--- src/rtl/math_engine_pkg.sv ---
`default_nettype none
// ============================================================================
//  Module      : math_engine_pkg
//  Description : Shared constants, CTRL layout, opcodes and FSM state type
//                for the iterative math engine.
//  Revision    : 1.0 - initial release
// ============================================================================
package math_engine_pkg;

    localparam int HBIT_DATA    = 23;
    localparam int HBIT_TGT_CSR = 4;

    // CSR indices reachable through the auxiliary write port
    localparam logic [HBIT_TGT_CSR:0] CSR_IDX_MATH_CTRL   = 5'd8;
    localparam logic [HBIT_TGT_CSR:0] CSR_IDX_MATH_OPA    = 5'd9;
    localparam logic [HBIT_TGT_CSR:0] CSR_IDX_MATH_OPB    = 5'd10;
    localparam logic [HBIT_TGT_CSR:0] CSR_IDX_MATH_OPC    = 5'd11;
    localparam logic [HBIT_TGT_CSR:0] CSR_IDX_MATH_RES_LO = 5'd12;
    localparam logic [HBIT_TGT_CSR:0] CSR_IDX_MATH_RES_HI = 5'd13;

    // CTRL register bit positions
    localparam int MATH_CTRL_START  = 0;
    localparam int MATH_CTRL_BUSY   = 1;
    localparam int MATH_CTRL_DONE   = 2;
    localparam int MATH_CTRL_ERR    = 3;
    localparam int MATH_CTRL_OP_LSB = 4;
    localparam int MATH_CTRL_OP_MSB = 7;

    // Opcodes
    localparam logic [3:0] MATH_OP_MULU  = 4'd0;
    localparam logic [3:0] MATH_OP_DIVU  = 4'd1;
    localparam logic [3:0] MATH_OP_MACU  = 4'd2;
    localparam logic [3:0] MATH_OP_SQRTU = 4'd3;

    typedef enum logic [2:0] {
        ST_IDLE    = 3'd0,
        ST_ACK     = 3'd1,
        ST_RUN     = 3'd2,
        ST_WR_LO   = 3'd3,
        ST_WR_HI   = 3'd4,
        ST_WR_CTRL = 3'd5
    } math_state_t;

    // Builds a CTRL word; START and the reserved bits are always written as 0
    function automatic logic [HBIT_DATA:0] math_ctrl_word(
        input logic [3:0] op,
        input logic       err,
        input logic       done,
        input logic       busy
    );
        logic [HBIT_DATA:0] w_word;
        w_word = '0;
        w_word[MATH_CTRL_OP_MSB:MATH_CTRL_OP_LSB] = op;
        w_word[MATH_CTRL_ERR]  = err;
        w_word[MATH_CTRL_DONE] = done;
        w_word[MATH_CTRL_BUSY] = busy;
        return w_word;
    endfunction

endpackage
`default_nettype wire

--- src/rtl/math_engine_if.sv ---
`default_nettype none
// ============================================================================
//  Module      : math_engine_if
//  Description : CSR taps into the math engine and its auxiliary CSR write
//                port / status outputs.
//  Revision    : 1.0 - initial release
// ============================================================================
interface math_engine_if;
    import math_engine_pkg::*;

    logic [HBIT_DATA:0]    iw_math_ctrl;
    logic [HBIT_DATA:0]    iw_math_opa;
    logic [HBIT_DATA:0]    iw_math_opb;
    logic [HBIT_DATA:0]    iw_math_opc;
    logic                  ow_w2_enable;
    logic [HBIT_TGT_CSR:0] ow_w2_addr;
    logic [HBIT_DATA:0]    ow_w2_data;
    logic                  ow_busy;
    logic                  ow_done;

    // Engine side
    modport master (
        input  iw_math_ctrl, iw_math_opa, iw_math_opb, iw_math_opc,
        output ow_w2_enable, ow_w2_addr, ow_w2_data, ow_busy, ow_done
    );

    // CSR file side
    modport slave (
        output iw_math_ctrl, iw_math_opa, iw_math_opb, iw_math_opc,
        input  ow_w2_enable, ow_w2_addr, ow_w2_data, ow_busy, ow_done
    );

endinterface
`default_nettype wire

--- src/rtl/math_iter_core.sv ---
`default_nettype none
// ============================================================================
//  Module      : math_iter_core
//  Description : Shared 48-bit shift datapath: shift-add multiply (with
//                optional addend), restoring divide and digit-by-digit
//                integer square root. One iteration per i_step.
//  Revision    : 1.0 - initial release
// ============================================================================
module math_iter_core
    import math_engine_pkg::*;
(
    input  wire                 clk,
    input  wire                 rst_n,
    input  wire                 i_load,
    input  wire                 i_step,
    input  wire [3:0]           i_op,
    input  wire [HBIT_DATA:0]   i_a,
    input  wire [HBIT_DATA:0]   i_b,
    input  wire [HBIT_DATA:0]   i_c,
    output logic                o_last,
    output logic [HBIT_DATA:0]  o_lo,
    output logic [HBIT_DATA:0]  o_hi
);

    // r_x: mul multiplicand / sqrt root; r_y: mul multiplier / divisor /
    // sqrt radicand; r_acc: mul sum / {remainder,quotient} / sqrt remainder
    logic [3:0]         r_op;
    logic [4:0]         r_cnt;
    logic [47:0]        r_x;
    logic [HBIT_DATA:0] r_y;
    logic [47:0]        r_acc;

    logic [24:0] w_div_rem;
    logic [24:0] w_div_diff;
    logic [47:0] w_sq_rem;
    logic [47:0] w_sq_trial;

    // Trial subtractions for the divide and square-root iterations
    always_comb begin
        w_div_rem  = r_acc[47:23];
        w_div_diff = w_div_rem - {1'b0, r_y};
        w_sq_rem   = {r_acc[45:0], r_y[23:22]};
        w_sq_trial = {r_x[45:0], 2'b01};
    end

    // Iteration state: load on start, advance one step per i_step
    always_ff @(posedge clk or negedge rst_n) begin
        if (!rst_n) begin
            r_op  <= '0;
            r_cnt <= '0;
            r_x   <= '0;
            r_y   <= '0;
            r_acc <= '0;
        end else if (i_load) begin
            r_op  <= i_op;
            r_cnt <= '0;
            r_x   <= '0;
            r_y   <= '0;
            r_acc <= '0;
            case (i_op)
                MATH_OP_MULU: begin
                    r_x <= {24'd0, i_a};
                    r_y <= i_b;
                end
                MATH_OP_MACU: begin
                    r_x   <= {24'd0, i_a};
                    r_y   <= i_b;
                    r_acc <= {24'd0, i_c};
                end
                MATH_OP_DIVU: begin
                    r_y   <= i_b;
                    r_acc <= {24'd0, i_a};
                end
                MATH_OP_SQRTU: begin
                    r_y <= i_a;
                end
                default: ;
            endcase
        end else if (i_step) begin
            r_cnt <= r_cnt + 5'd1;
            case (r_op)
                MATH_OP_MULU, MATH_OP_MACU: begin
                    if (r_y[0]) begin
                        r_acc <= r_acc + r_x;
                    end
                    r_x <= {r_x[46:0], 1'b0};
                    r_y <= {1'b0, r_y[HBIT_DATA:1]};
                end
                MATH_OP_DIVU: begin
                    if (!w_div_diff[24]) begin
                        r_acc <= {w_div_diff[23:0], r_acc[22:0], 1'b1};
                    end else begin
                        r_acc <= {w_div_rem[23:0], r_acc[22:0], 1'b0};
                    end
                end
                MATH_OP_SQRTU: begin
                    if (w_sq_rem >= w_sq_trial) begin
                        r_acc <= w_sq_rem - w_sq_trial;
                        r_x   <= {r_x[46:0], 1'b1};
                    end else begin
                        r_acc <= w_sq_rem;
                        r_x   <= {r_x[46:0], 1'b0};
                    end
                    r_y <= {r_y[21:0], 2'b00};
                end
                default: ;
            endcase
        end
    end

    // Terminal count and result selection
    always_comb begin
        o_last = (r_op == MATH_OP_SQRTU) ? (r_cnt == 5'd11) : (r_cnt == 5'd23);
        o_lo   = r_acc[23:0];
        o_hi   = r_acc[47:24];
        if (r_op == MATH_OP_SQRTU) begin
            o_lo = r_x[23:0];
            o_hi = r_acc[23:0];
        end
    end

endmodule
`default_nettype wire

--- src/rtl/math_engine.sv ---
`default_nettype none
// ============================================================================
//  Module      : math_engine
//  Description : Iterative unsigned arithmetic unit fed by the math CSR taps;
//                sequences results and status back through the CSR file's
//                auxiliary write port.
//  Revision    : 1.0 - initial release
// ============================================================================
module math_engine
    import math_engine_pkg::*;
#(
    parameter bit P_SQRT_EN = 1'b1
)(
    input  wire          iw_clk,
    input  wire          iw_rst_n,
    math_engine_if.master bus
);

    math_state_t        r_state;
    math_state_t        w_next;
    logic [3:0]         r_op;
    logic [HBIT_DATA:0] r_opa;
    logic               r_err;
    logic               r_div0;

    logic                  w_load;
    logic                  w_step;
    logic                  w_w2_en;
    logic [HBIT_TGT_CSR:0] w_w2_addr;
    logic [HBIT_DATA:0]    w_w2_data;
    logic [3:0]            w_tap_op;
    logic                  w_invalid;
    logic                  w_div0;
    logic                  w_core_last;
    logic [HBIT_DATA:0]    w_core_lo;
    logic [HBIT_DATA:0]    w_core_hi;

    // Decode the opcode currently sitting in the CTRL tap
    always_comb begin
        w_tap_op  = bus.iw_math_ctrl[MATH_CTRL_OP_MSB:MATH_CTRL_OP_LSB];
        w_invalid = (w_tap_op > MATH_OP_SQRTU) ||
                    ((w_tap_op == MATH_OP_SQRTU) && !P_SQRT_EN);
        w_div0    = (w_tap_op == MATH_OP_DIVU) && (bus.iw_math_opb == '0);
    end

    // State register
    always_ff @(posedge iw_clk or negedge iw_rst_n) begin
        if (!iw_rst_n) begin
            r_state <= ST_IDLE;
        end else begin
            r_state <= w_next;
        end
    end

    // Latch the command at START so later CPU writes cannot disturb it
    always_ff @(posedge iw_clk or negedge iw_rst_n) begin
        if (!iw_rst_n) begin
            r_op   <= '0;
            r_opa  <= '0;
            r_err  <= 1'b0;
            r_div0 <= 1'b0;
        end else if (w_load) begin
            r_op   <= w_tap_op;
            r_opa  <= bus.iw_math_opa;
            r_err  <= w_invalid || w_div0;
            r_div0 <= w_div0;
        end
    end

    // Next state and w2 write sequencing; at most one write per state
    always_comb begin
        w_next    = r_state;
        w_load    = 1'b0;
        w_step    = 1'b0;
        w_w2_en   = 1'b0;
        w_w2_addr = '0;
        w_w2_data = '0;
        case (r_state)
            ST_IDLE: begin
                if (bus.iw_math_ctrl[MATH_CTRL_START]) begin
                    w_load = 1'b1;
                    w_next = ST_ACK;
                end
            end
            ST_ACK: begin
                w_w2_en   = 1'b1;
                w_w2_addr = CSR_IDX_MATH_CTRL;
                w_w2_data = math_ctrl_word(r_op, 1'b0, 1'b0, 1'b1);
                // Divide-by-zero still reports its fixed result words
                if (r_div0) begin
                    w_next = ST_WR_LO;
                end else if (r_err) begin
                    w_next = ST_WR_CTRL;
                end else begin
                    w_next = ST_RUN;
                end
            end
            ST_RUN: begin
                w_step = 1'b1;
                if (w_core_last) begin
                    w_next = ST_WR_LO;
                end
            end
            ST_WR_LO: begin
                w_w2_en   = 1'b1;
                w_w2_addr = CSR_IDX_MATH_RES_LO;
                w_w2_data = r_div0 ? '1 : w_core_lo;
                w_next    = ST_WR_HI;
            end
            ST_WR_HI: begin
                w_w2_en   = 1'b1;
                w_w2_addr = CSR_IDX_MATH_RES_HI;
                w_w2_data = r_div0 ? r_opa : w_core_hi;
                w_next    = ST_WR_CTRL;
            end
            ST_WR_CTRL: begin
                // Writing START=0 here is what prevents an immediate retrigger
                w_w2_en   = 1'b1;
                w_w2_addr = CSR_IDX_MATH_CTRL;
                w_w2_data = math_ctrl_word(r_op, r_err, 1'b1, 1'b0);
                w_next    = ST_IDLE;
            end
            default: begin
                w_next = ST_IDLE;
            end
        endcase
    end

    assign bus.ow_w2_enable = w_w2_en;
    assign bus.ow_w2_addr   = w_w2_addr;
    assign bus.ow_w2_data   = w_w2_data;
    assign bus.ow_busy      = (r_state != ST_IDLE);
    assign bus.ow_done      = (r_state == ST_WR_CTRL);

    math_iter_core u_core (
        .clk    (iw_clk),
        .rst_n  (iw_rst_n),
        .i_load (w_load),
        .i_step (w_step),
        .i_op   (w_tap_op),
        .i_a    (bus.iw_math_opa),
        .i_b    (bus.iw_math_opb),
        .i_c    (bus.iw_math_opc),
        .o_last (w_core_last),
        .o_lo   (w_core_lo),
        .o_hi   (w_core_hi)
    );

endmodule
`default_nettype wire

--- src/flat_wrapper.sv ---
// flat-port wrapper written by rule: the top's interface ports become plain ports
module math_engine_flat import math_engine_pkg::*;
#(
    parameter bit P_SQRT_EN = 1'b1
)
  (iw_clk, iw_rst_n, bus_iw_math_ctrl, bus_iw_math_opa, bus_iw_math_opb, bus_iw_math_opc, bus_ow_w2_enable, bus_ow_w2_addr, bus_ow_w2_data, bus_ow_busy, bus_ow_done);
  math_engine_if bus_i ();
  input  wire iw_clk;
  input  wire iw_rst_n;
  input wire logic [$bits(bus_i.iw_math_ctrl)-1:0] bus_iw_math_ctrl;
  input wire logic [$bits(bus_i.iw_math_opa)-1:0] bus_iw_math_opa;
  input wire logic [$bits(bus_i.iw_math_opb)-1:0] bus_iw_math_opb;
  input wire logic [$bits(bus_i.iw_math_opc)-1:0] bus_iw_math_opc;
  output wire logic [$bits(bus_i.ow_w2_enable)-1:0] bus_ow_w2_enable;
  output wire logic [$bits(bus_i.ow_w2_addr)-1:0] bus_ow_w2_addr;
  output wire logic [$bits(bus_i.ow_w2_data)-1:0] bus_ow_w2_data;
  output wire logic [$bits(bus_i.ow_busy)-1:0] bus_ow_busy;
  output wire logic [$bits(bus_i.ow_done)-1:0] bus_ow_done;
  assign bus_i.iw_math_ctrl = bus_iw_math_ctrl;
  assign bus_i.iw_math_opa = bus_iw_math_opa;
  assign bus_i.iw_math_opb = bus_iw_math_opb;
  assign bus_i.iw_math_opc = bus_iw_math_opc;
  assign bus_ow_w2_enable = bus_i.ow_w2_enable;
  assign bus_ow_w2_addr = bus_i.ow_w2_addr;
  assign bus_ow_w2_data = bus_i.ow_w2_data;
  assign bus_ow_busy = bus_i.ow_busy;
  assign bus_ow_done = bus_i.ow_done;
  math_engine #(.P_SQRT_EN(P_SQRT_EN)) u_core (.iw_clk(iw_clk), .iw_rst_n(iw_rst_n), .bus(bus_i));
endmodule
--- config.mk ---
export PLATFORM = sky130hd
export DESIGN_NAME = math_engine_flat
export DESIGN_NICKNAME = d
export VERILOG_FILES = /design/src/rtl/math_engine_pkg.sv /design/src/rtl/math_engine_if.sv /design/src/rtl/math_iter_core.sv /design/src/rtl/math_engine.sv /design/src/flat_wrapper.sv
export SDC_FILE = /design/constraint.sdc
export NUM_CORES = 1
export LEC_CHECK = 0
export ABC_AREA = 0
export CAP_MARGIN = 20
export CELL_PAD_IN_SITES_DETAIL_PLACEMENT = 0
export CELL_PAD_IN_SITES_GLOBAL_PLACEMENT = 1
export CORE_ASPECT_RATIO = 0.8
export CORE_UTILIZATION = 41
export CTS_CLUSTER_SIZE = 30
export DETAILED_ROUTE_END_ITERATION = 16
export GPL_TIMING_DRIVEN = 0
export HOLD_SLACK_MARGIN = 0.08
export PLACE_DENSITY = 0.86
export SYNTH_ARGS = -nofsm -noshare
export SYNTH_HDL_FRONTEND = slang
export SYNTH_HIERARCHICAL = 1
export SYNTH_SLANG_ARGS = --single-unit
--- constraint.sdc ---
create_clock -name iw_clk -period 3.2 [get_ports iw_clk]
set_input_delay 0.8 -clock iw_clk [delete_from_list [all_inputs] [get_ports iw_clk]]
set_output_delay 0.8 -clock iw_clk [all_outputs]
set_load 0.01 [all_outputs]
Word-level counts from Yosys, hierarchy flattened:

Cells that the tools add are included.

* $add $sub $neg: 4
* eq/ne operators: 16
* reduce and logical (&&, ||, !) cells: 18
* mux-type cells: 34
* magnitude comparators: 2

Operators with widths (number)
* 48-bit two-way mux: 7
* 24-bit two-way mux: 7
* 24-bit case mux with 2 select lines: 3
* 48-bit case mux with 3 select lines: 1
* 24-bit case mux with 4 select lines: 1
* 48-bit case mux with 2 select lines: 1
* 48-bit adder: 1
* 48-bit greater-or-equal comparator: 1
* 48-bit subtractor: 1
* 25-bit by 24-bit subtractor with 25-bit output: 1
* 24-bit zero test: 1
* 4-bit by 2-bit equality test with 1-bit output (second input constant): 4
* 3-bit case mux with 5 select lines: 1
* 3-bit two-way mux: 4
* 4-bit case mux with 3 select lines: 1
* 5-bit two-way mux: 2
* 4-bit by 1-bit equality test with 1-bit output (second input constant): 2
* 4-bit zero test: 2
* 3-bit by 2-bit equality test with 1-bit output (second input constant): 2
* 3-bit equality test (second input constant): 2
* 1-bit two-way mux: 6
* 3-bit nonzero test: 2
* 2-bit OR reduction: 3
* 5-bit by 1-bit adder with 5-bit output (second input constant): 1
* other kinds (15): 17

* output and inout port bits: 32
* word-level logic and storage cells: 83
* bits of input ports: 98
* register bits: 158

Depth between registers and ports, before layout:

Gate-level depths: netlist of the first run.

* depth in word-level cells: 5
* gate-level depth with buffers: 16
* mapped depth without buffers: 15

Modules after synthesis:

The synthesis of the first run kept the hierarchy.

Modules (own cells, without submodules)
* math_iter_core: sequential area each 3228.1 µm², cells an instance 2111, instances 1, area each 15031.9 µm²
* math_engine: sequential area each 825.8 µm², cells an instance 202, instances 1, area each 2160.8 µm²

Least setup slack after synthesis of the first run:

Ideal clock, no wire load.

* path kind: reg2reg
* from: register u_core.u_core.r_acc[0]
* to: register u_core.u_core.r_acc[40]
* data required time: 3.059 ns
* buffers on the path: 0
* path slack: 0.003 ns
* cell stages (with the launch flop): 15
* arrival time: 3.056 ns
* path through: dfrtp_1 ha_1 inv_1 fa_1 nor2_1 o211ai_1 a21oi_2 o41ai_4 nor3_4 o31ai_4 o311a_4 o21ai_2 a221oi_2 a2111oi_1 a211oi_2

* word-level cells in the longest chain between the ends: 5
* elaborated cells on any way between the ends: 8
* classes of those cells: add/sub (2); order compare (1); mux (5)

Ends and longest elaborated chain
* start: declaration: RTL line math_iter_core.sv:31 `logic [47:0] r_acc;`
* start signal: assignment: RTL line math_iter_core.sv:68 `r_acc <= {24'd0, i_c};`
* start signal: assignment: RTL line math_iter_core.sv:72 `r_acc <= {24'd0, i_a};`
* start signal: assignment: RTL line math_iter_core.sv:84 `r_acc <= r_acc + r_x;`
* 48-bit subtractor (tied with other cells): RTL line math_iter_core.sv:98 `r_acc <= w_sq_rem - w_sq_trial;`
* 48-bit two-way mux (on tied branches): RTL line math_iter_core.sv:97, math_iter_core.sv:83
* 48-bit case mux with 3 select lines (*): RTL line math_iter_core.sv:81 `case (r_op)`
* 48-bit two-way mux (*): RTL line math_iter_core.sv:79 `end else if (i_step) begin`
* 48-bit two-way mux (*): RTL line math_iter_core.sv:54 `end else if (i_load) begin`

Mark *: on every way between the ends. The rest lies on a longest branch, timed or not. The select of a mux whose other input is x is not followed.
A chain may end at the register's enable or synchronous reset.

Worst setup path after layout of the first run:

* from: register u_core.u_core.r_acc[39]
* to: register u_core.u_core.r_acc[25]

* word-level cells in the longest chain between the ends: 5
* elaborated cells on any way between the ends: 7
* classes of those cells: add/sub (1); order compare (1); mux (5)

Ends and longest elaborated chain (RTL line)
* 48-bit greater-or-equal comparator / 25-bit by 24-bit subtractor with 25-bit output (equally long branches): math_iter_core.sv:97, math_iter_core.sv:41
* 48-bit two-way mux (on tied branches): math_iter_core.sv:97, math_iter_core.sv:90
* 48-bit case mux with 3 select lines (*): math_iter_core.sv:81
* 48-bit two-way mux (*): math_iter_core.sv:79
* 48-bit two-way mux (*): math_iter_core.sv:54

Marked as above.

==> metrics.yaml, run 1 <==
cells_and_area:
  n_antenna_cell: 0
  areaGrowthSynthToFinish_pct: 37.17
  final_nets: 2837
  layout-drive-gt1-share: 0.2897
  fin_cells: 3174
  utilization: 0.5758
synthesis:
  ys_ff_latch: 162
  ys_seq_area_frac: 0.2358
  ys_warn_count: 6
  netlist_area_sq_mm: 0.01719
  avgSynthCellArea_sq_um: 7.433
  synth_cells: 2313
  synth_top_cell_area_share: 0.2358
  synth_area_leaders: "dfrtp_1 (24%), ha_1 (8.7%), a21oi_1 (8.0%), nand2_1 (7.8%), xnor2_1 (4.4%)"
  synth.distinct_cells: 111
  synth-main-ff-cell: "dfrtp_1"
  ys_top_cells_by_count: "nand2_1 (357), a21oi_1 (274), dfrtp_1 (162)"
  yosysMostFrequentCell: "nand2_1"
  synthArstFlopShare: 1.000
  synth_largest_area_cell: "dfrtp_1"
  synth-edff-count: 0
placed_design:
  place_inst: 2968
  io_buffers: 108
  gp_congestion: 1.043
  dp_hpwl_um: 66300
floorplan:
  floorplan.initialDensity: 0.4198
  core_area_sq_mm: 0.04096
  die_x_um: 230.9
  die_h_um: 185.2
  rows: 66
  io_pins: 130
  die_area_sq_mm: 0.04276
timing:
  finalSetupViolCount: 53
  worst_pin_slew_ns: 1.361
  fin_crit_ns: 3.511
  fmax_ghz: 0.2848
  drv_slew: 0
  hold-worst-slack_ns: 0.2375
  period_share: 1.097
  timing.final.ws_setup_ns: -0.3110
  rsz0062_at_grt: "true"
  relSlewSlack: 0.09264
  finalClockSkew_ns: 0.01959
  hold_violations: 0
critical_path:
  cp.arrival_ns: 3.87
  crit_path_end_kind: "flop"
  start_kind: "flop"
  path_class: "flop to flop"
  crit_chain: "ha_1 -> a21oi_1 -> o21a_1 -> o31ai_1 -> a21oi_1 -> o21ai_4 -> or2_4 -> buf_12 -> buf_8 -> buf_12 -> o211ai_1 -> o211ai_1 -> a22o_1"
  crit_fanout: 9
  crit_path_top_delay_cell: "dfrtp_2"
  max_stage_delay_ns: 0.55
  required_ns: 3.56
clock_tree:
  cts.reportedPaths.clkPinSlew_ns: 0.08
  cts.sinks: 162
  cts_root_buffer: "clkbuf_16"
  clock_latency_ns: 0.48
  cts_tree: "built"
  clockBufferDepth: 2
  numCtsBuffers: 17
  htree_levels: 4
routing:
  ant_nets: 0
  drt_drc_violations_left: 0
  wire_per_inst_um: 29.08
  routed_wl_um: 92310
  drt_iter0_markers: 2835
  drt_first_pass_iters: 6
  num_vias: 20930
  vias_per_cell: 6.595
global_route:
  grt_pass1_vias: 19430
  grt_pass1_wl_um: 131100
  global_route.usage.total: 0.4221
  grt_max_degree: 110
  antenna_found_initial: 0
  grt_remaining_overflow: 0
worst_hold_path:
  hold_path_class: "primary input to async pin"
run_status:
  status: "complete, but fails checks"
  violations: "negative setup slack"
flow_run:
  cap_viol_max_count: 0
metrics by stage:
step	area (sq um)	setup TNS, ns	setup slack (ns)
2_1_floorplan	17200	0	0.002641
3_3_place_gp	18960	-1117.09	-5.989
3_5_place_dp	19010	-156.69	-1.750
4_1_cts	22340	-3.184	-0.2418
5_1_grt	23580	-11.78	-0.3725
6_report	23580	-9.222	-0.3110
placed cells by master, fill, tap and decap left out, types with 35 or more instances in the layout:
master	instances
a21o_1	40
a21oi_1	241
a31oi_1	61
buf_4	155
buf_6	43
clkbuf_1	66
clkdlybuf4s50_1	82
dfrtp_1	116
dfrtp_2	46
ha_1	99
inv_1	99
mux2_2	35
nand2_1	299
nand2_2	41
nor2_1	141
o21ai_0	75
o21ai_1	50
xnor2_1	80
worst max-delay path, delay by kind of cell, from the launching register on:
kind | cells | cell delay (ns)
buf+inv | 3 | 0.44
simple gates | 1 | 0.32
flops | 1 | 0.55
compound gates | 8 | 1.62
fa+ha+maj | 1 | 0.46
state kept, by name, indices dropped and copies added, names as in the netlist, 3 cells and up:
signal               count
u_core/r_state           3
u_core/r_opa            24
u_core/u_core/r_op       4
u_core/r_op              4
u_core/u_core/r_acc     48
u_core/u_core/r_x       48
u_core/u_core/r_y       24
u_core/u_core/r_cnt      5
layer usage:
metal | track usage | share of wire | vias to the layer above
li1 | - | - | 8955
met3 | 0.1279 | 0.12 | 339
met1 | 0.5529 | 0.40 | 10160
met4 | 0.2273 | 0.065 | 0
met5 | 0 | 0 | -
met2 | 0.6193 | 0.41 | 1476
final timing paths:
path / startpoint / end / slack (ns) / cells past startpoint
worst max register to register: u_core/u_core/r_acc[39]$_DFFE_PN0P_ / u_core/u_core/r_acc[25]$_DFFE_PN0P_ / -0.31 / 13
worst max-delay path: u_core/u_core/r_acc[39]$_DFFE_PN0P_ / u_core/u_core/r_acc[25]$_DFFE_PN0P_ / -0.31 / 13
max in group asynchronous: iw_rst_n / u_core/u_core/r_x[0]$_DFFE_PN0P_ / 1.89 / 2
min in group iw_clk: u_core/r_opa[5]$_DFFE_PN0P_ / u_core/r_opa[5]$_DFFE_PN0P_ / 0.51 / 1
worst min-delay path: iw_rst_n / u_core/u_core/r_x[27]$_DFFE_PN0P_ / 0.24 / 1
worst min register to register: u_core/r_opa[5]$_DFFE_PN0P_ / u_core/r_opa[5]$_DFFE_PN0P_ / 0.51 / 1
layout make-up:
| cell class | instances | area, sq um |
|---|---|---|
| fill | 3844 | 17380 |
| multi-input combinational | 1858 | 13780 |
| sequential | 162 | 4111 |
| timing repair buffer | 298 | 2840 |
| buffer | 149 | 1089 |
| tap | 544 | 680.7 |
| inverter | 131 | 515.5 |
| clock buffer | 18 | 429.2 |
| clock inverter | 14 | 142.6 |
kinds of logic (layout without fill, tap and decap cells):
group | after synthesis | count (layout) | synth area share
AOI/OAI and AO/OA | 822 | 822 | 0.3118
xor gates and xnor gates | 106 | 106 | 0.05444
adders and majority gates | 122 | 122 | 0.08966
buffers and inverters | 294 | 610 | 0.07248
DFF | 162 | 162 | 0.2358
muxes | 57 | 57 | 0.03602
other | 1 | 2 | 0.0002181
and+or+nand+nor | 749 | 749 | 0.1996
what timing repair did:
item,4_1_cts,5_1_grt
hold buffers,0,0
endpoints found under the setup margin,155,106
pin swaps,111,122
resized for setup,567,234
gates cloned,6,4
setup buffers,133,49
Power of run 1 is left out: the tool's default activity adds up to more than one toggle a clock period on the data nets, which glitch-free logic cannot reach.
==> run 2, diff against run 1 <==
==> constraint.sdc (replaced) <==
create_clock -name iw_clk -period 3.2 [get_ports iw_clk]
set_input_delay 0.64 -clock iw_clk [delete_from_list [all_inputs] [get_ports iw_clk]]
set_output_delay 0.64 -clock iw_clk [all_outputs]
set_load 0.01 [all_outputs]
==> run 2 against run 1 <==
Effect of this change:
- the run still ends with negative setup slack left
- core utilization is 2.1 points lower
- flip-flop and latch count stayed put
- worst setup slack got worse by 0.026 ns
- global-route usage decreased by 0.89 points
- highest routed layer is now met5
==> metrics.yaml, run 2 (same netlist as run 1, synthesis figures left out) <==
routing:
  drt_first_pass_iters: 6
  vias_per_cell: 6.551
  num_vias: 20530
  ant_nets: 0
  drt_drc_violations_left: 0
  routed_wl_um: 89880
  wire_per_inst_um: 28.68
  drt_iter0_markers: 2650
clock_tree:
  htree_levels: 4
  cts-hold-fix-buffers: 0
  clockBufferDepth: 2
  cts_tree: "built"
  cts.reportedPaths.clkPinSlew_ns: 0.08
  clock_latency_ns: 0.48
  cts_root_buffer: "clkbuf_16"
  cts.sinks: 162
  numCtsBuffers: 17
critical_path:
  timing.rr.end: "u_core/u_core/r_acc[46]$_DFFE_PN0P_"
  reg2reg_depth: 14
  reg2reg_from: "u_core/u_core/r_acc[0]$_DFFE_PN0P_"
  max_stage_delay_ns: 0.47
  crit_path_end_kind: "flop"
  crit_chain: "buf_6 -> ha_4 -> nor2b_4 -> o211ai_4 -> a311oi_4 -> or3_4 -> a21oi_4 -> a211oi_4 -> or2_4 -> buf_12 -> nand2_4 -> a2111oi_4 -> o21ai_1 -> a311oi_1"
  start_kind: "flop"
  crit_fanout: 7
  path_class: "flop to flop"
  r2r_setup_slack_ns: -0.34
  required_ns: 3.58
  cp.arrival_ns: 3.91
  endpoint: "u_core/u_core/r_acc[46]$_DFFE_PN0P_"
  crit_path_top_delay_cell: "dfrtp_2"
  worstSetupStartpoint: "u_core/u_core/r_acc[0]$_DFFE_PN0P_"
timing:
  drv_slew: 0
  hold_violations: 0
  finalClockSkew_ns: 0.02205
  finalSetupViolCount: 48
  rsz0062_at_grt: "true"
  period_share: 1.105
  timing.final.ws_setup_ns: -0.3373
  fmax_ghz: 0.2827
  fin_crit_ns: 3.537
  relSlewSlack: 0.1115
  worst_pin_slew_ns: 1.333
global_route:
  grt_pass1_vias: 19070
  grt_remaining_overflow: 0
  grt_max_degree: 110
  grt_pass1_wl_um: 128500
  global_route.usage.total: 0.4132
  antenna_found_initial: 1
cells_and_area:
  reg_top3: "u_core/u_core/r_acc: 48 flops, u_core/u_core/r_x: 48 flops"
  layout-drive-gt1-share: 0.2506
  areaGrowthSynthToFinish_pct: 32.06
  final_cell_mix: "nand2_1 (320), a21oi_1 (248), nor2_1 (144)"
  n_fill_cell: 3939
  n_antenna_cell: 0
  final_nets: 2797
  final_area_sq_mm: 0.02270
  final_common_cell: "nand2_1"
  regArea_sq_mm: 0.004111
  multi_input_area_sq_mm: 0.01337
placed_design:
  gp_congestion: 1.043
  dp_hpwl_um: 66300
  pre_cts_ws_ns: -1.590
  io_buffers: 108
  placed_area_sq_mm: 0.01901
floorplan:
  die_area_sq_mm: 0.04276
  io_pins: 130
  die_x_um: 230.9
  core_area_sq_mm: 0.04096
  rows: 66
  die_h_um: 185.2
  floorplan.initialDensity: 0.4198
worst_hold_path:
  hold_path_class: "primary input to async pin"
run_status:
  violations: "negative setup slack"
  status: "complete, but fails checks"
flow_run:
  cap_viol_max_count: 0
## run 2: cell count changes in the layout (fill, tap and decap cells not counted), moves of 7 or more
cell	before	now
buf_4	155	129
nand2_1	299	320
o21ai_0	75	93
o21ai_2	31	15
buf_6	43	29
buf_2	28	18
clkbuf_2	19	29
nand2_4	17	7
nand2_2	41	32
a21oi_1	241	248
buf_8	14	7
## run 2: layout make-up
class,instances,area share
multi-input cells,1858,0.5887
flip-flops and latches,162,0.1811
repair buffers,253,0.1047
clock inverters,14,0.006282
well taps,544,0.02998
inverters,131,0.02270
clock buffers,18,0.01890
plain buffers,154,0.04761
## run 2: per-layer routing
| metal | track usage | wire [um] | vias to the layer above | part of all wire |
|---|---|---|---|---|
| met2 | 0.6031 | 36960 | 1389 | 0.41 |
| met4 | 0.2135 | 5527 | 2 | 0.061 |
| met1 | 0.5441 | 36430 | 9941 | 0.41 |
| met5 | 0 | 11 | - | 0.00012 |
| li1 | - | - | 8858 | - |
| met3 | 0.1299 | 10950 | 342 | 0.12 |
## run 2: through the flow
stage | instances | TNS [ns] | utilization | hold slack, ns
after detailed placement | 2968 | -142.16 | 0.4641 | 0.4952
after floorplan | 2314 | 0 | - | 0.3444
after global routing | 3134 | -11.52 | 0.5543 | 0.09781
after global placement | 2966 | -1075.42 | 0.4629 | 0.4828
final | 3134 | -8.951 | 0.5543 | 0.07461
after CTS | 3089 | -5.025 | 0.5334 | 0.08979
## run 2: worst min path at each step
stage	start	end	slack (ns)	cells past startpoint
3_5_place_dp	u_core/r_opa[1]$_DFFE_PN0P_	u_core/r_opa[1]$_DFFE_PN0P_	0.50	1
6_report	iw_rst_n	u_core/u_core/r_x[27]$_DFFE_PN0P_	0.07	1
5_1_grt	iw_rst_n	u_core/u_core/r_x[27]$_DFFE_PN0P_	0.1	1
4_1_cts	iw_rst_n	u_core/u_core/r_x[27]$_DFFE_PN0P_	0.09	1
3_3_place_gp	u_core/r_opa[1]$_DFFE_PN0P_	u_core/r_opa[1]$_DFFE_PN0P_	0.48	1
2_1_floorplan	iw_rst_n	u_core/r_div0$_DFFE_PN0P_	0.34	0
## run 2: repair_timing
item                                    CTS  global route
hold endpoints to repair                  0             0
setup buffers                            96            46
endpoints found under the setup margin  152           127
gates cloned                              5             2
resized for setup                       437           182
pin swaps                               107            77
## run 2: critical path: cells and delay by family, from the launching register on
family          cells  cell delay, ns
flops               1            0.47
simple gates        4            0.78
compound gates      7            1.65
buf+inv             2            0.27
fa+ha+maj           1            0.26
Power of run 2 is left out for the same reason.
==> variant, RTL diff (settings of run 2) <==
`P_SQRT_EN` is set to 1'b1 in 2 places; all go to 1'b0.
--- a/src/rtl/math_engine.sv
+++ b/src/rtl/math_engine.sv
@@ -10,5 +10,5 @@
     import math_engine_pkg::*;
 #(
-    parameter bit P_SQRT_EN = 1'b1
+    parameter bit P_SQRT_EN = 1'b0
 )(
     input  wire          iw_clk,
--- a/src/flat_wrapper.sv
+++ b/src/flat_wrapper.sv
@@ -2,5 +2,5 @@
 module math_engine_flat import math_engine_pkg::*;
 #(
-    parameter bit P_SQRT_EN = 1'b1
+    parameter bit P_SQRT_EN = 1'b0
 )
   (iw_clk, iw_rst_n, bus_iw_math_ctrl, bus_iw_math_opa, bus_iw_math_opb, bus_iw_math_opc, bus_ow_w2_enable, bus_ow_w2_addr, bus_ow_w2_data, bus_ow_busy, bus_ow_done);
Behaviour: not the same (a bounded check fails within 4 cycles, from zero or initial values and one cycle with iw_rst_n low).
==> variant against run 2 <==
- sequential cell count unchanged
- routed wire length rose by 2.1%
- global-route usage is 0.33 points higher
- area after synthesis down 0.65%
- the run still ends with setup timing left
- setup slack lost 0.036 ns
- first-iteration DRC count increased by 24%
- design area up 4.9%
- maximum frequency down 1.0%
Power is not shown: default switching activity piles up to over one toggle a cycle in this logic, so the estimate is an artifact.
==> variant: results (changes against run 2) <==
Hold WS=0.146 ns (was 0.0746 ns); Clk pin slew, worst setup/hold paths=0.08 ns (about the same); FF-to-FF path depth=15 (was 14); Critical Path Source=u_core/u_core/r_x[0] (was u_core/u_core/r_acc[0]); Synth top cells by count=358 x nand2_1, 291 x a21oi_1, 162 x dfrtp_1 (was 357 x nand2_1, 274 x a21oi_1, 162 x dfrtp_1); Worst-Margin Slew=1.25 ns (was 1.33 ns); first-pass GRT wire length=130 mm (was 129 mm); Final WS setup=-0.374 ns (was -0.337 ns); 1st-pass router iterations=7 (was 6); critical path's largest stage delay=0.45 ns (was 0.47 ns); Slowest cell on crit path=dfrtp_2 (unchanged); fin nets=2,879 (was 2,797); sequential share of the synthesized area=23.7% (was 23.6%); initial DRC count=3,289 (was 2,650); GRT Total Usage=41.7% (was 41.3%); failing checks=setup timing (unchanged); Fin Clk Skew=0.0169 ns (was 0.0221 ns); initial antenna violation count=3 (was 1); Largest regs=u_core/u_core/r_acc: 48 flops, u_core/u_core/r_x: 48 flops (unchanged); synth top area cells=dfrtp_1 24%, ha_1 8.8%, a21oi_1 8.5% (was dfrtp_1 24%, ha_1 8.7%, a21oi_1 8.0%); worst min path class=in -> async (unchanged); critical path start-end classification=reg -> reg (unchanged); clock root cell=clkbuf_16 (unchanged); share of cells above drive strength 1=30.2% (was 25.1%); main flop type after synthesis=dfrtp_1 (unchanged); Max Cap Viol=0 (unchanged); critical path data arrival time=3.95 ns (was 3.91 ns); Syn. warnings=6 (unchanged); final setup fails=47 (was 48); total CTS buffers=17 (unchanged); status=finished, violations left (unchanged); largest net degree at the start of global routing=84 (was 110); CP max FO=3 (was 7); I/O Buffers=108 (unchanged); CTS Buffer Depth=2 (unchanged); Yosys cell types=108 (was 111); H-tree levels=4 (unchanged); placed cell area=18,900 um^2 (was 19,000 um^2); WL final=91.8 mm (was 89.9 mm); HPWL Detailed=65.8 mm (was 66.3 mm); vias in the first global route=19,528 (was 19,067); pre-CTS WS=-1.59 ns (about the same); critical path's top delay family=compound AO/OA/AOI/OAI gates (unchanged); share of flip-flops with an asynchronous set or reset=100% (unchanged); Via Count=21,233 (was 20,532); RD Place Congestion=1.05 (was 1.04); FF-to-FF End=u_core/u_core/r_acc[40] (was u_core/u_core/r_acc[46])
[variant: cell types whose count changed after synthesis, moves of 3 or more]
cell / before / now
a21o_1: 40 / 23
a21oi_1: 274 / 291
a221o_1: 14 / 4
a221o_2: 7 / 0
a22oi_1: 9 / 26
and2_1: 23 / 6
buf_2: 29 / 33
clkbuf_1: 110 / 107
mux2_1: 0 / 5
mux2_2: 35 / 30
o21ai_0: 139 / 155
o21ai_1: 22 / 25
[variant: cell families after synthesis]
| family | Yosys count | share of synthesized area (%) |
|---|---|---|
| fa+ha+maj | 122 | 9.02 |
| mux | 58 | 3.68 |
| xor+xnor | 106 | 5.48 |
| simple gates | 730 | 19.4 |
| buf+inv | 293 | 7.24 |
| compound gates | 841 | 31.4 |
| other cells | 1 | 0.0220 |
| flops | 162 | 23.7 |
[variant: what timing repair did]
| item | in CTS | in global routing |
|---|---|---|
| gates resized for setup | 509 | 261 |
| setup endpoints to repair | 153 | 139 |
| gates cloned | 3 | 3 |
| hold endpoints to repair | 0 | 0 |
| pin swaps | 130 | 127 |
| setup buffers | 159 | 68 |
[variant: routing by layer]
metal	GRT usage, %	up-vias	part of all wire [%]
met5	0	-	0.019
met4	18.5	4	5.3
met3	13.7	338	14
met2	58.0	1602	40
met1	57.8	10262	40
li1	-	9027	-
[variant: layout make-up]
type,instances,area [um^2]
diodes,3,7.51
plain buffers,149,1080
clock buffers,21,480
clock inverters,10,76.3
fillers,3725,17100
inverters,130,512
multi-input cells,1859,13800
flip-flops and latches,162,4110
well taps,544,681
repair buffers,340,3020
[variant: per-stage QoR]
stage,cells,TNS (ns)
after floorplan,2314,0
after global placement,2966,-1038.89
after detailed placement,2969,-141.70
after CTS,3151,-1.93
after global routing,3215,-9.55
final,3218,-7.39
